==> src/rtl/keypad_pkg.sv <==
// Shared types and helpers for the hex keypad entry block: scanner states,
// the key-code type, the digit capacity and column-decode helpers.
package keypad_pkg;

  typedef enum logic [1:0] {
    ST_SCAN     = 2'd0,
    ST_DEBOUNCE = 2'd1,
    ST_HELD     = 2'd2,
    ST_RELEASE  = 2'd3
  } scan_state_t;

  localparam int NUM_DIGITS = 8;

  typedef logic [3:0] key_code_t;

  // True when exactly one column line is pulled low (a single, unambiguous key)
  function automatic logic col_single_low(input logic [3:0] c);
    logic single;
    case (c)
      4'b1110, 4'b1101, 4'b1011, 4'b0111: single = 1'b1;
      default:                            single = 1'b0;
    endcase
    return single;
  endfunction

  // Position of the low column line; only meaningful when col_single_low holds
  function automatic logic [1:0] col_index(input logic [3:0] c);
    logic [1:0] idx;
    case (c)
      4'b1101: idx = 2'd1;
      4'b1011: idx = 2'd2;
      4'b0111: idx = 2'd3;
      default: idx = 2'd0;
    endcase
    return idx;
  endfunction

endpackage

==> src/rtl/keypad_scanner.sv <==
// Keypad scanner: scan-tick divider, active-low row drive and the
// SCAN/DEBOUNCE/HELD/RELEASE state machine producing one key_valid per press.
// Define KEYPAD_COL_SYNC_EN to pass col through a two-flop synchronizer.
module keypad_scanner
  import keypad_pkg::*;
#(
  parameter int SCAN_DIV_BITS  = 15,
  parameter int DEBOUNCE_SCANS = 4
) (
  input  logic       clk,
  input  logic       rst_n,
  input  logic [3:0] col,
  output logic [3:0] row,
  output logic       key_valid,
  output logic [3:0] key_code
);

  // Stable counter only needs to reach DEBOUNCE_SCANS-1 before the accepting tick
  localparam int CNT_W = (DEBOUNCE_SCANS > 1) ? $clog2(DEBOUNCE_SCANS) : 1;
  localparam logic [CNT_W-1:0] LP_STABLE_LAST = CNT_W'(DEBOUNCE_SCANS - 1);

  logic [SCAN_DIV_BITS-1:0] r_div;
  logic                     w_tick;
  logic [3:0]               w_col;

  scan_state_t      r_state, w_state_next;
  logic [1:0]       r_row_idx, w_row_idx_next;
  logic [CNT_W-1:0] r_stable, w_stable_next;
  logic [3:0]       r_latched_col, w_latched_next;
  logic             r_key_valid, w_key_valid_next;
  key_code_t        r_key_code, w_key_code_next;

`ifdef KEYPAD_COL_SYNC_EN
  logic [3:0] r_col_meta;
  logic [3:0] r_col_sync;

  // Two-flop synchronizer; idles at all-high so reset looks like "no key"
  always_ff @(posedge clk or negedge rst_n) begin
    if (!rst_n) begin
      r_col_meta <= 4'b1111;
      r_col_sync <= 4'b1111;
    end else begin
      r_col_meta <= col;
      r_col_sync <= r_col_meta;
    end
  end

  assign w_col = r_col_sync;
`else
  assign w_col = col;
`endif

  // Free-running divider; the tick is the cycle the counter is about to wrap
  always_ff @(posedge clk or negedge rst_n) begin
    if (!rst_n) begin
      r_div <= '0;
    end else begin
      r_div <= r_div + 1'b1;
    end
  end

  assign w_tick = &r_div;

  // Next-state logic: everything only moves on a scan tick
  always_comb begin
    w_state_next     = r_state;
    w_row_idx_next   = r_row_idx;
    w_stable_next    = r_stable;
    w_latched_next   = r_latched_col;
    w_key_valid_next = 1'b0;
    w_key_code_next  = r_key_code;
    if (w_tick) begin
      case (r_state)
        ST_SCAN: begin
          if (col_single_low(w_col)) begin
            w_latched_next = w_col;
            w_stable_next  = '0;
            w_state_next   = ST_DEBOUNCE;
          end else begin
            w_row_idx_next = r_row_idx + 2'd1;
          end
        end
        ST_DEBOUNCE: begin
          if (w_col == r_latched_col) begin
            if (r_stable == LP_STABLE_LAST) begin
              w_key_valid_next = 1'b1;
              w_key_code_next  = {r_row_idx, col_index(r_latched_col)};
              w_stable_next    = '0;
              w_state_next     = ST_HELD;
            end else begin
              w_stable_next = r_stable + 1'b1;
            end
          end else begin
            w_stable_next = '0;
            w_state_next  = ST_SCAN;
          end
        end
        ST_HELD: begin
          if (w_col == 4'b1111) begin
            w_stable_next = '0;
            w_state_next  = ST_RELEASE;
          end
        end
        ST_RELEASE: begin
          if (w_col == 4'b1111) begin
            if (r_stable == LP_STABLE_LAST) begin
              w_stable_next = '0;
              w_state_next  = ST_SCAN;
            end else begin
              w_stable_next = r_stable + 1'b1;
            end
          end else begin
            w_stable_next = '0;
            w_state_next  = ST_HELD;
          end
        end
        default: begin
          w_stable_next = '0;
          w_state_next  = ST_SCAN;
        end
      endcase
    end
  end

  // State register for the scanner and its registered outputs
  always_ff @(posedge clk or negedge rst_n) begin
    if (!rst_n) begin
      r_state       <= ST_SCAN;
      r_row_idx     <= 2'd0;
      r_stable      <= '0;
      r_latched_col <= 4'b1111;
      r_key_valid   <= 1'b0;
      r_key_code    <= '0;
    end else begin
      r_state       <= w_state_next;
      r_row_idx     <= w_row_idx_next;
      r_stable      <= w_stable_next;
      r_latched_col <= w_latched_next;
      r_key_valid   <= w_key_valid_next;
      r_key_code    <= w_key_code_next;
    end
  end

  assign row       = ~(4'b0001 << r_row_idx);
  assign key_valid = r_key_valid;
  assign key_code  = r_key_code;

endmodule

==> src/rtl/hex_keypad_entry.sv <==
// Hex keypad instruction entry: collects up to eight hex digits from the
// scanner into a 32-bit word and offers it through a valid/ready handshake.
// Define KEYPAD_COL_SYNC_EN to synchronize col inside the scanner.
module hex_keypad_entry
  import keypad_pkg::*;
#(
  parameter int SCAN_DIV_BITS  = 15,
  parameter int DEBOUNCE_SCANS = 4
) (
  input  logic        clk,
  input  logic        rst_n,
  output logic [3:0]  row,
  input  logic [3:0]  col,
  input  logic        clear,
  input  logic        commit,
  output logic        key_valid,
  output logic [3:0]  key_code,
  output logic [3:0]  digit_count,
  output logic [31:0] instruction,
  output logic        instr_valid,
  input  logic        instr_ready
);

  localparam logic [3:0] LP_NUM_DIGITS = 4'(NUM_DIGITS);

  logic        w_key_valid;
  key_code_t   w_key_code;
  logic        w_accept;
  logic        w_take;
  logic        w_clear;
  logic        w_commit;
  logic [31:0] r_instruction;
  logic [3:0]  r_digit_count;
  logic        r_instr_valid;

  keypad_scanner #(
    .SCAN_DIV_BITS  (SCAN_DIV_BITS),
    .DEBOUNCE_SCANS (DEBOUNCE_SCANS)
  ) u_scanner (
    .clk       (clk),
    .rst_n     (rst_n),
    .col       (col),
    .row       (row),
    .key_valid (w_key_valid),
    .key_code  (w_key_code)
  );

  // Digits are only taken while the buffer is open and has room
  assign w_accept = w_key_valid && !r_instr_valid && (r_digit_count < LP_NUM_DIGITS);
  assign w_take   = r_instr_valid && instr_ready;
  assign w_clear  = clear && !r_instr_valid;
  assign w_commit = commit && !r_instr_valid && (r_digit_count == LP_NUM_DIGITS);

  // Digit assembly and handshake; clear beats both a new key and commit
  always_ff @(posedge clk or negedge rst_n) begin
    if (!rst_n) begin
      r_instruction <= '0;
      r_digit_count <= '0;
      r_instr_valid <= 1'b0;
    end else if (w_clear) begin
      r_instruction <= '0;
      r_digit_count <= '0;
    end else begin
      if (w_take) begin
        r_instr_valid <= 1'b0;
        r_digit_count <= '0;
      end else if (w_commit) begin
        r_instr_valid <= 1'b1;
      end
      if (w_accept) begin
        r_instruction <= {r_instruction[27:0], w_key_code};
        r_digit_count <= r_digit_count + 4'd1;
      end
    end
  end

  assign key_valid   = w_key_valid;
  assign key_code    = w_key_code;
  assign digit_count = r_digit_count;
  assign instruction = r_instruction;
  assign instr_valid = r_instr_valid;

endmodule

==> config.mk <==
export PLATFORM = sky130hd
export DESIGN_NAME = hex_keypad_entry
export DESIGN_NICKNAME = d
export VERILOG_FILES = /design/src/rtl/keypad_pkg.sv /design/src/rtl/keypad_scanner.sv /design/src/rtl/hex_keypad_entry.sv
export SDC_FILE = /design/constraint.sdc
export NUM_CORES = 1
export LEC_CHECK = 0
export ABC_AREA = 1
export ABC_CLOCK_PERIOD_IN_PS = 1850
export CORE_MARGIN = 2
export CORE_UTILIZATION = 52
export DETAILED_ROUTE_END_ITERATION = 16
export GPL_ROUTABILITY_DRIVEN = 1
export GPL_TIMING_DRIVEN = 0
export PLACE_DENSITY = 0.79
export SLEW_MARGIN = 5
export SYNTH_ARGS = -nofsm -noshare
export SYNTH_HDL_FRONTEND = slang
export SYNTH_SLANG_ARGS = --single-unit
==> constraint.sdc <==
create_clock -name clk -period 1.85 [get_ports clk]
set_input_delay 0.37 -clock clk [delete_from_list [all_inputs] [get_ports clk]]
set_output_delay 0.37 -clock clk [all_outputs]
set_load 0.05 [all_outputs]
* Yosys cells after proc, flatten, opt, wreduce, memory -nomap -nowiden
Index checks and enable logic that the tools add are counted.
Cells by class: $lt $le $gt $ge 1, multiplexer cells 28, equality and inequality tests 18, shifts and indexed selects 1, bitwise operators 3, $add $sub $neg 4, reductions and logical operators 19
Operators with widths (number):
- 32-bit two-way mux | 2
- 17-bit AND reduction | 3
- 4-bit equality test, second input constant | 7
- 2-bit two-way mux | 11
- 19-bit AND reduction | 1
- 18-bit AND reduction | 1
- 2-bit one-hot mux with 4 select lines | 2
- 15-bit by 1-bit adder with 15-bit output, second input constant | 1
- 15-bit AND reduction | 1
- 4-bit two-way mux | 3
- 1-bit two-way mux | 9
- 4-bit by 3-bit equality test with 1-bit output, second input constant | 2
- 2-bit equality test, second input constant | 3
- 1-bit logical AND | 6
- 2-bit one-hot mux with 3 select lines | 1
- 2-bit by 1-bit adder with 2-bit output, second input constant | 2
- 4-bit by 1-bit adder with 4-bit output, second input constant | 1
- 4-bit equality test | 1
- 4-bit less-than comparator, second input constant | 1
- 2-bit by 1-bit inequality test with 1-bit output, second input constant | 2
- 4-bit NOT | 1
- 2-bit nonzero test | 2
- 4-bit OR reduction | 1
- 1-bit by 2-bit left shift with 4-bit output, first input constant | 1
- other kinds (8) | 9
Storage, ports and cells: logic and storage cells 84, output and inout bits 46, input port bits 9, register bits after elaboration 67

* Logic depth before layout (Yosys ltp)
Gate-level depths: netlist (run 1).
depth in word-level cells 7, mapped depth 10

* By module
Synthesis (run 1) repeated with hierarchy kept, for this count alone.
Unflattened totals: cell total of the unflattened synthesis 358, area, all modules 3213.1 µm²
By module, submodules not included:
- keypad_scanner | area each 1626.6 µm², times used 1, cells each 187, seq. area each 755.7 µm²
- hex_keypad_entry | area each 1586.5 µm², times used 1, cells each 171, seq. area each 925.9 µm²

* Worst setup path before layout (run 1)
Ideal clock, no wire load.
path kind reg-to-reg, from register r_instr_valid, in the netlist instr_valid, to register r_instruction[3], in the netlist instruction[3], slack 0.271 ns, period minus slack after synthesis 1.579 ns, cell stages (with the launch flop) 6, data arrival time 1.457 ns, setup time 0.122 ns, cells stage by stage dfrtp_1 nor3_2 inv_1 nand2_1 inv_1 a32o_1
Between the ends: word-level cells in the longest chain between the ends 4
Ends and longest elaborated chain:
- from (decl) | line hex_keypad_entry.sv:34 | logic r_instr_valid;
- from (signal assigned) | line hex_keypad_entry.sv:59 | r_instr_valid <= 1'b0;
- from (signal assigned) | line hex_keypad_entry.sv:65 | r_instr_valid <= 1'b0;
- from (signal assigned) | line hex_keypad_entry.sv:68 | r_instr_valid <= 1'b1;
- 1-bit logical NOT * | line hex_keypad_entry.sv:49, hex_keypad_entry.sv:51
- 1-bit logical AND (2 in a row) | line hex_keypad_entry.sv:49 | assign w_accept = w_key_valid && !r_instr_valid && (r_digit_count < LP_NUM_DIGITS);
- 2-bit nonzero test (no line)
- to (signal assigned) | line hex_keypad_entry.sv:71 | r_instruction <= {r_instruction[27:0], w_key_code};
- to (decl) | line hex_keypad_entry.sv:32 | logic [31:0] r_instruction;
Every way passes the cells marked *; elsewhere a longest branch is shown, timed or not. A chain may end at the register's enable or synchronous reset.

* Worst setup path after layout (run 1)
from register u_scanner.r_row_idx[1], to output row[3]
Between the ends: word-level cells in the longest chain between the ends 2
Ends and longest elaborated chain:
- from (decl) | line keypad_scanner.sv:27 | logic [1:0] r_row_idx, w_row_idx_next;
- from (signal assigned) | line keypad_scanner.sv:136 | r_row_idx <= w_row_idx_next;
- 1-bit by 2-bit left shift with 4-bit output | line keypad_scanner.sv:144 | assign row = ~(4'b0001 << r_row_idx);
- 4-bit NOT | line keypad_scanner.sv:144
- to (decl) | line hex_keypad_entry.sv:12 | output logic [3:0] row,
Every way passes these cells.

==> qor.yml, run 1 <==
grt:
  overflow: 0
  grt_pass1_wl_um: 9810
  grt_pass1_vias: 2220
  grt_usage_pct: 19.5
  grt_max_degree: 68
  grt_antenna_before_repair: 0
route:
  wire_per_inst_um: 12.3
  finalWirelength_um: 5920
  drtPass1Iterations: 4
  vias_per_cell: 5.01
  vias: 2412
  drt_iter0_drc: 174
  drc_errors: 0
  detail-route-antenna-nets: 0
final_layout:
  fin_cells: 481
  multi_input_comb_area_um2: 1160
  fill_cells: 471
  n_antenna_cell: 0
  layout.area.seq_um2: 1680
  nets: 418
  syn_to_final_growth_pct: 25.3
  utilization_pct: 66.4
  fin_area_um2: 3890
  drive_above_1_share_pct: 11.3
clock_network:
  cts_buffers: 9
  cts_max_path_buffers: 2
  cts_tree: "yes"
  cts-hold-fix-buffers: 0
  clk_latency_ns: 0.33
  cts_max_level: 3
  cts.sinks: 67
  cts.clk_slew.worst_paths_ns: 0.08
  cts_root_buffer: "clkbuf_8"
placement:
  place_inst: 465
  placed_area_um2: 3730
  place_hpwl_um: 4340
  io_buffers: 54
  gp_congestion: 0.853
setup_path:
  endpoint_kind: "primary output"
  crit_arrival_ns: 1.36
  startpoint_type: "flip-flop"
  path_class: "reg2out"
  required_ns: 1.48
  crit_fanout: 5
floorplanning:
  initial_utilization_pct: 53.0
  fp.dieW_um: 81.2
  dieArea_um2: 6600
  rows: 28
  io_pins: 55
  core_area_um2: 5850
  fp.dieH_um: 81.2
sta:
  rsz0062_at_grt: "no"
  fmax_mhz: 578
  worst-slew-pin-transition_ns: 0.801
  timing_hold_violations_final: 0
  fin_tns_setup_ns: 0
  slew_viol_final: 0
  max-slew-margin-rel_pct: 46.6
  skew_ns: 0.0113
  period_needed_ns: 1.73
  fin_crit_sh_pct: 93.5
  setup_viol: 0
synth:
  synth_area_um2: 3100
  ys_seq_area_share_pct: 54.2
  synthFlopType: "dfrtp_1"
  ys_warn_count: 0
  synth_fp_nets: 353
  synth_edf_count: 0
  ys_seq_elements: 67
  synth.distinct_cells: 35
  syn_avg_cell_area_um2: 9.23
  syn_inst: 336
  synthArstFlopShare_pct: 100
power:
  p_per_area_nw_per_um2: 738
  power_leakage_nw: 2.06
  ir_drop_v: 0.000446
  power_w: 0.00287
outcome:
  outcome: "completed"
flow_run:
  maxCapViolations: 0
hold_path:
  hp-class: "in2async"
worst max-delay path, cell delays in order, from the launching register on:
cell,delay [ns]
dfrtp_1,0.43
ha_1,0.20
inv_1,0.05
clkdlybuf4s15_2,0.36
synthesized netlist by cell type, types with 2 or more instances:
| master | instances | area, um2 |
|---|---|---|
| dfrtp_1 | 63 | 1580 |
| o21ai_1 | 3 | 15.0 |
| a21oi_1 | 7 | 35.0 |
| nand2_1 | 67 | 251 |
| o21ai_0 | 19 | 95.1 |
| o22ai_1 | 20 | 125 |
| nor3_4 | 2 | 32.5 |
| ha_1 | 8 | 100 |
| nand3_2 | 3 | 30.0 |
| buf_2 | 4 | 20.0 |
| nand3_1 | 18 | 90.1 |
| xnor2_1 | 4 | 35.0 |
| o211ai_1 | 2 | 15.0 |
| nand3_4 | 2 | 35.0 |
| nor2_1 | 21 | 78.8 |
| nor2_2 | 3 | 18.8 |
| inv_1 | 62 | 233 |
| xor2_1 | 8 | 70.1 |
| dfstp_2 | 4 | 105 |
through the flow:
stage | setup WS, ns | hold slack [ns]
after floorplan | 0.271 | 0.0744
after global placement | -1.68 | 0.458
after detailed placement | -0.167 | 0.462
after CTS | 0.0363 | 0.150
after global routing | 0.0204 | 0.187
final | 0.120 | 0.119
final cells by class:
cell class / count / share of cell area, %
Sequential cell: 67 / 43.3
Multi-Input combinational cell: 201 / 29.9
Timing Repair Buffer: 54 / 12.1
Inverter: 63 / 6.08
Clock buffer: 10 / 3.28
Tap cell: 75 / 2.41
Clock inverter: 6 / 2.29
Buffer: 5 / 0.612
power breakdown:
part	switching, W	total [W]	internal, W
Combinational	0.0000635	0.0000898	0.0000263
Sequential	0.000000000000000000132	0.00146	0.00146
Clock	0.000551	0.00131	0.000761
sequential cells by signal, summed over array words and instances, names as in the netlist, 2 cells and up:
signal and cells:
u_scanner.r_state 2, u_scanner.r_stable 2, u_scanner.r_latched_col 4, instruction 32, digit_count 4, u_scanner.key_code 4, u_scanner.r_div 15, u_scanner.r_row_idx 2
per-layer routing:
metal  vias to the layer above  routed length [um]  GRT usage [%]
met5                         -                   0              0
met4                         0                  76           6.61
met3                         9                 309           4.56
met2                        65                2890           32.0
met1                      1127                2640           25.4
li1                       1211                   -              -
path summary, 6_finish.rpt:
check / start / to / slack [ns] / depth (start not counted)
setup / recovery: u_scanner.r_row_idx[1] / row[3] / 0.12 / 3
hold / removal: rst_n / instruction[19] / 0.12 / 1
setup reg to reg: instr_valid / instruction[2] / 0.13 / 5
hold reg to reg: u_scanner.r_div[0] / u_scanner.r_div[0] / 0.47 / 1
max in group asynchronous: rst_n / u_scanner.r_div[0] / 1.20 / 1
min in group clk: u_scanner.r_div[0] / u_scanner.r_div[0] / 0.47 / 1
placed cells by master, fill, tap and decap left out, types with 8 or more instances in the layout:
cell type      instances
clkbuf_8               9
nor2_1                20
nand3_1               18
o22ai_1               20
dlygate4sd2_1         42
dfrtp_1               63
inv_1                 62
o21ai_0               19
xor2_1                 8
ha_1                   8
nand2_1               67
cells by family (layout without fill, tap and decap cells):
| logic type | after synthesis | count (layout) | synth area share [%] |
|---|---|---|---|
| AOI/OAI and AO/OA | 55 | 55 | 10.2 |
| adders and majority gates | 8 | 8 | 3.23 |
| and+or+nand+nor | 126 | 126 | 20.5 |
| DFF | 67 | 67 | 54.2 |
| buffers and inverters | 68 | 138 | 8.39 |
| xor gates and xnor gates | 12 | 12 | 3.39 |
timing repair:
action,in CTS,in global routing
endpoints found under the hold margin,0,0
endpoints found under the setup margin,46,6
buffers inserted,0,0
gates resized for setup,54,7
Power figures use the tool's default switching activity.
==> run 2, diff against run 1 <==
GPL_TIMING_DRIVEN = unset   (was 0)
==> qor.yml, run 2 (synthesis results as in run 1) <==
sta:
  worst-slew-pin-transition_ns: 0.496  # -0.305 ns
  fmax_mhz: 608  # +5.3%
  timing_hold_violations_final: 0  # unchanged
  max-slew-margin-rel_pct: 66.9  # +20 points
  period_needed_ns: 1.64  # -0.0866 ns
  fin_crit_sh_pct: 88.8  # -4.7 points
  rsz0062_at_grt: "no"
  timing.final.ws_setup_ns: 0.207  # +0.0866 ns
  slew_viol_final: 0  # unchanged
  setup_viol: 0  # unchanged
  skew_ns: 0.00949  # -0.00182 ns
power:
  p_per_area_nw_per_um2: 710  # -3.7%
  pwr-share-seq_pct: 51.6  # +0.5 points
  internal-power_w: 0.00221  # -2.1%
  clock_power_share_pct: 44.5  # -1.3 points
  ir_drop_v: 0.000643  # +44%
  switching_share_pct: 22.3  # +0.85 points
  comb_power_share_pct: 3.9  # +0.8 points
  p_switching_w: 0.000633  # +2.9%
  power_w: 0.00284  # -0.99%
  power_leakage_nw: 2.06  # -0.10%
flow_run:
  maxCapViolations: 0  # unchanged
clock_network:
  cts_buffers: 9  # unchanged
  cts_tree: "yes"
  clk_latency_ns: 0.34  # about the same
  cts_root_buffer: "clkbuf_8"
  cts_max_level: 3  # unchanged
  cts_max_path_buffers: 2  # unchanged
  cts.sinks: 67  # unchanged
  cts.clk_slew.worst_paths_ns: 0.07  # about the same
final_layout:
  fin_area_um2: 4000  # +2.9%
  largest_reg_flops: 32  # unchanged
  utilization_pct: 68.3  # +1.9 points
  mostFrequentLayoutCells: "nand2_1 (67), dfrtp_1 (63), inv_1 (62)"
  layout_commonest_cell: "nand2_1"
  n_antenna_cell: 0  # unchanged
  drive_above_1_share_pct: 21.2  # +9.9 points
  syn_to_final_growth_pct: 28.9
  fin_cells: 490  # +1.9%
  nets: 427  # +2.2%
setup_path:
  r2r_slack_ns: 0.26  # +0.13 ns
  cp_common_cell: "inv_1"
  crit_arrival_ns: 1.27  # -0.09 ns
  path_cells: "inv_1, ha_1, inv_1, buf_12"
  crit_buf_inv: 3  # +1
  crit_fanout: 4  # -1
  startpoint_type: "flip-flop"
  endpoint_kind: "primary output"
  required_ns: 1.48  # about the same
  crit_slowest_cell: "dfrtp_1"
  slowest_delay_ns: 0.40  # -0.03 ns
  cp_top_family: "flip-flops"
  path_class: "reg2out"
placement:
  place_hpwl_um: 4740  # +9.1%
  post-place-ws_ns: -0.0848  # +0.0826 ns
  place_inst: 473  # +1.7%
  gp_congestion: 0.877  # +2.8%
  io_buffers: 54  # unchanged
  placed_area_um2: 3790  # +1.4%
outcome:
  outcome: "completed"
grt:
  grt_pass1_vias: 2372  # +6.8%
  grt_usage_pct: 21.0  # +1.6 points
  grt_antenna_before_repair: 0  # unchanged
  grt_max_degree: 27  # -60%
  overflow: 0  # unchanged
  grt_pass1_wl_um: 10400  # +6.2%
route:
  drtPass1Iterations: 4  # unchanged
  vias_per_cell: 5.08  # +1.3%
  wire_per_inst_um: 12.9  # +5.2%
  finalWirelength_um: 6340  # +7.2%
  detail-route-antenna-nets: 0  # unchanged
  drt_iter0_drc: 140  # -20%
  vias: 2490  # +3.2%
  drc_errors: 0  # unchanged
floorplanning:
  io_pins: 55  # unchanged
  fp.dieH_um: 81.2  # unchanged
  rows: 28  # unchanged
  initial_utilization_pct: 53.0  # unchanged
  core_area_um2: 5850  # unchanged
  dieArea_um2: 6600  # unchanged
  fp.dieW_um: 81.2  # unchanged
hold_path:
  hp-class: "reg2reg"
==> run 2: cell count changes in the layout (fill, tap and decap cells not counted), sizes merged <==
| cell | before | now |
|---|---|---|
| buf | 8 | 51 |
| bufinv | 2 | 1 |
| clkdlybuf4s15 | 1 | 0 |
| clkinv | 1 | 2 |
| dlygate4sd3 | 0 | 1 |
| dlygate4sd2 | 42 | 9 |
| clkinvlp | 2 | 1 |
==> run 2: path summary, 6_finish.rpt <==
path,from,endpoint,depth (start not counted)
max,u_scanner.r_row_idx[0],row[2],4
min,u_scanner.r_div[9],u_scanner.r_div[9],1
max reg2reg,u_scanner.r_div[0],u_scanner.r_stable[0],8
min reg2reg,u_scanner.r_div[9],u_scanner.r_div[9],1
max in group asynchronous,rst_n,u_scanner.r_div[5],3
min in group asynchronous,rst_n,instruction[11],2
==> run 2: power by group through the flow <==
stage	clock (W)	combinational, W	sequential [W]
final	0.00126	0.000110	0.00146
after floorplan	0	0.0000365	0.00149
after global routing	0.00135	0.000124	0.00146
after global placement	0	0.000107	0.00149
after CTS	0.00128	0.000112	0.00146
after detailed placement	0	0.000110	0.00149
==> run 2: what timing repair did <==
item                       CTS  global route
setup endpoints to repair    9             0
hold endpoints to repair    18             0
setup buffers                0             0
gates resized for setup      9             0
hold buffers                 1             0
==> run 2: worst register-to-register path: stages, from the launching register on <==
cell and delay (ns):
dfrtp_1 0.39, ha_1 0.20, nand2_1 0.10, nor2_4 0.16, nand3_4 0.14, nor2_8 0.15, nand3_4 0.12, nand3b_1 0.20
nand2_1 0.07
==> run 2: area by class of cell <==
| type | count | area [um2] |
|---|---|---|
| multi-input combinational | 201 | 1160 |
| clock buffer | 11 | 151 |
| sequential | 67 | 1680 |
| inverter | 63 | 236 |
| clock inverter | 5 | 60.1 |
| tap | 75 | 93.8 |
| fill | 459 | 1850 |
| timing repair buffer | 68 | 614 |
==> run 2: metal layers <==
| layer | up-vias | GRT usage [%] | wire, um |
|---|---|---|---|
| met5 | - | 0 | 0 |
| li1 | 1230 | - | - |
| met1 | 1199 | 25.2 | 2820 |
| met3 | 8 | 5.33 | 255 |
| met4 | 0 | 7.12 | 74 |
| met2 | 53 | 36.9 | 3190 |
==> run 2: per-stage QoR <==
step / setup TNS [ns] / hold WS [ns]
3_3_place_gp: -0.0176 / 0.356
3_5_place_dp: -0.144 / 0.361
5_1_grt: 0 / 0.483
2_1_floorplan: 0 / 0.0744
4_1_cts: 0 / 0.478
6_report: 0 / 0.474
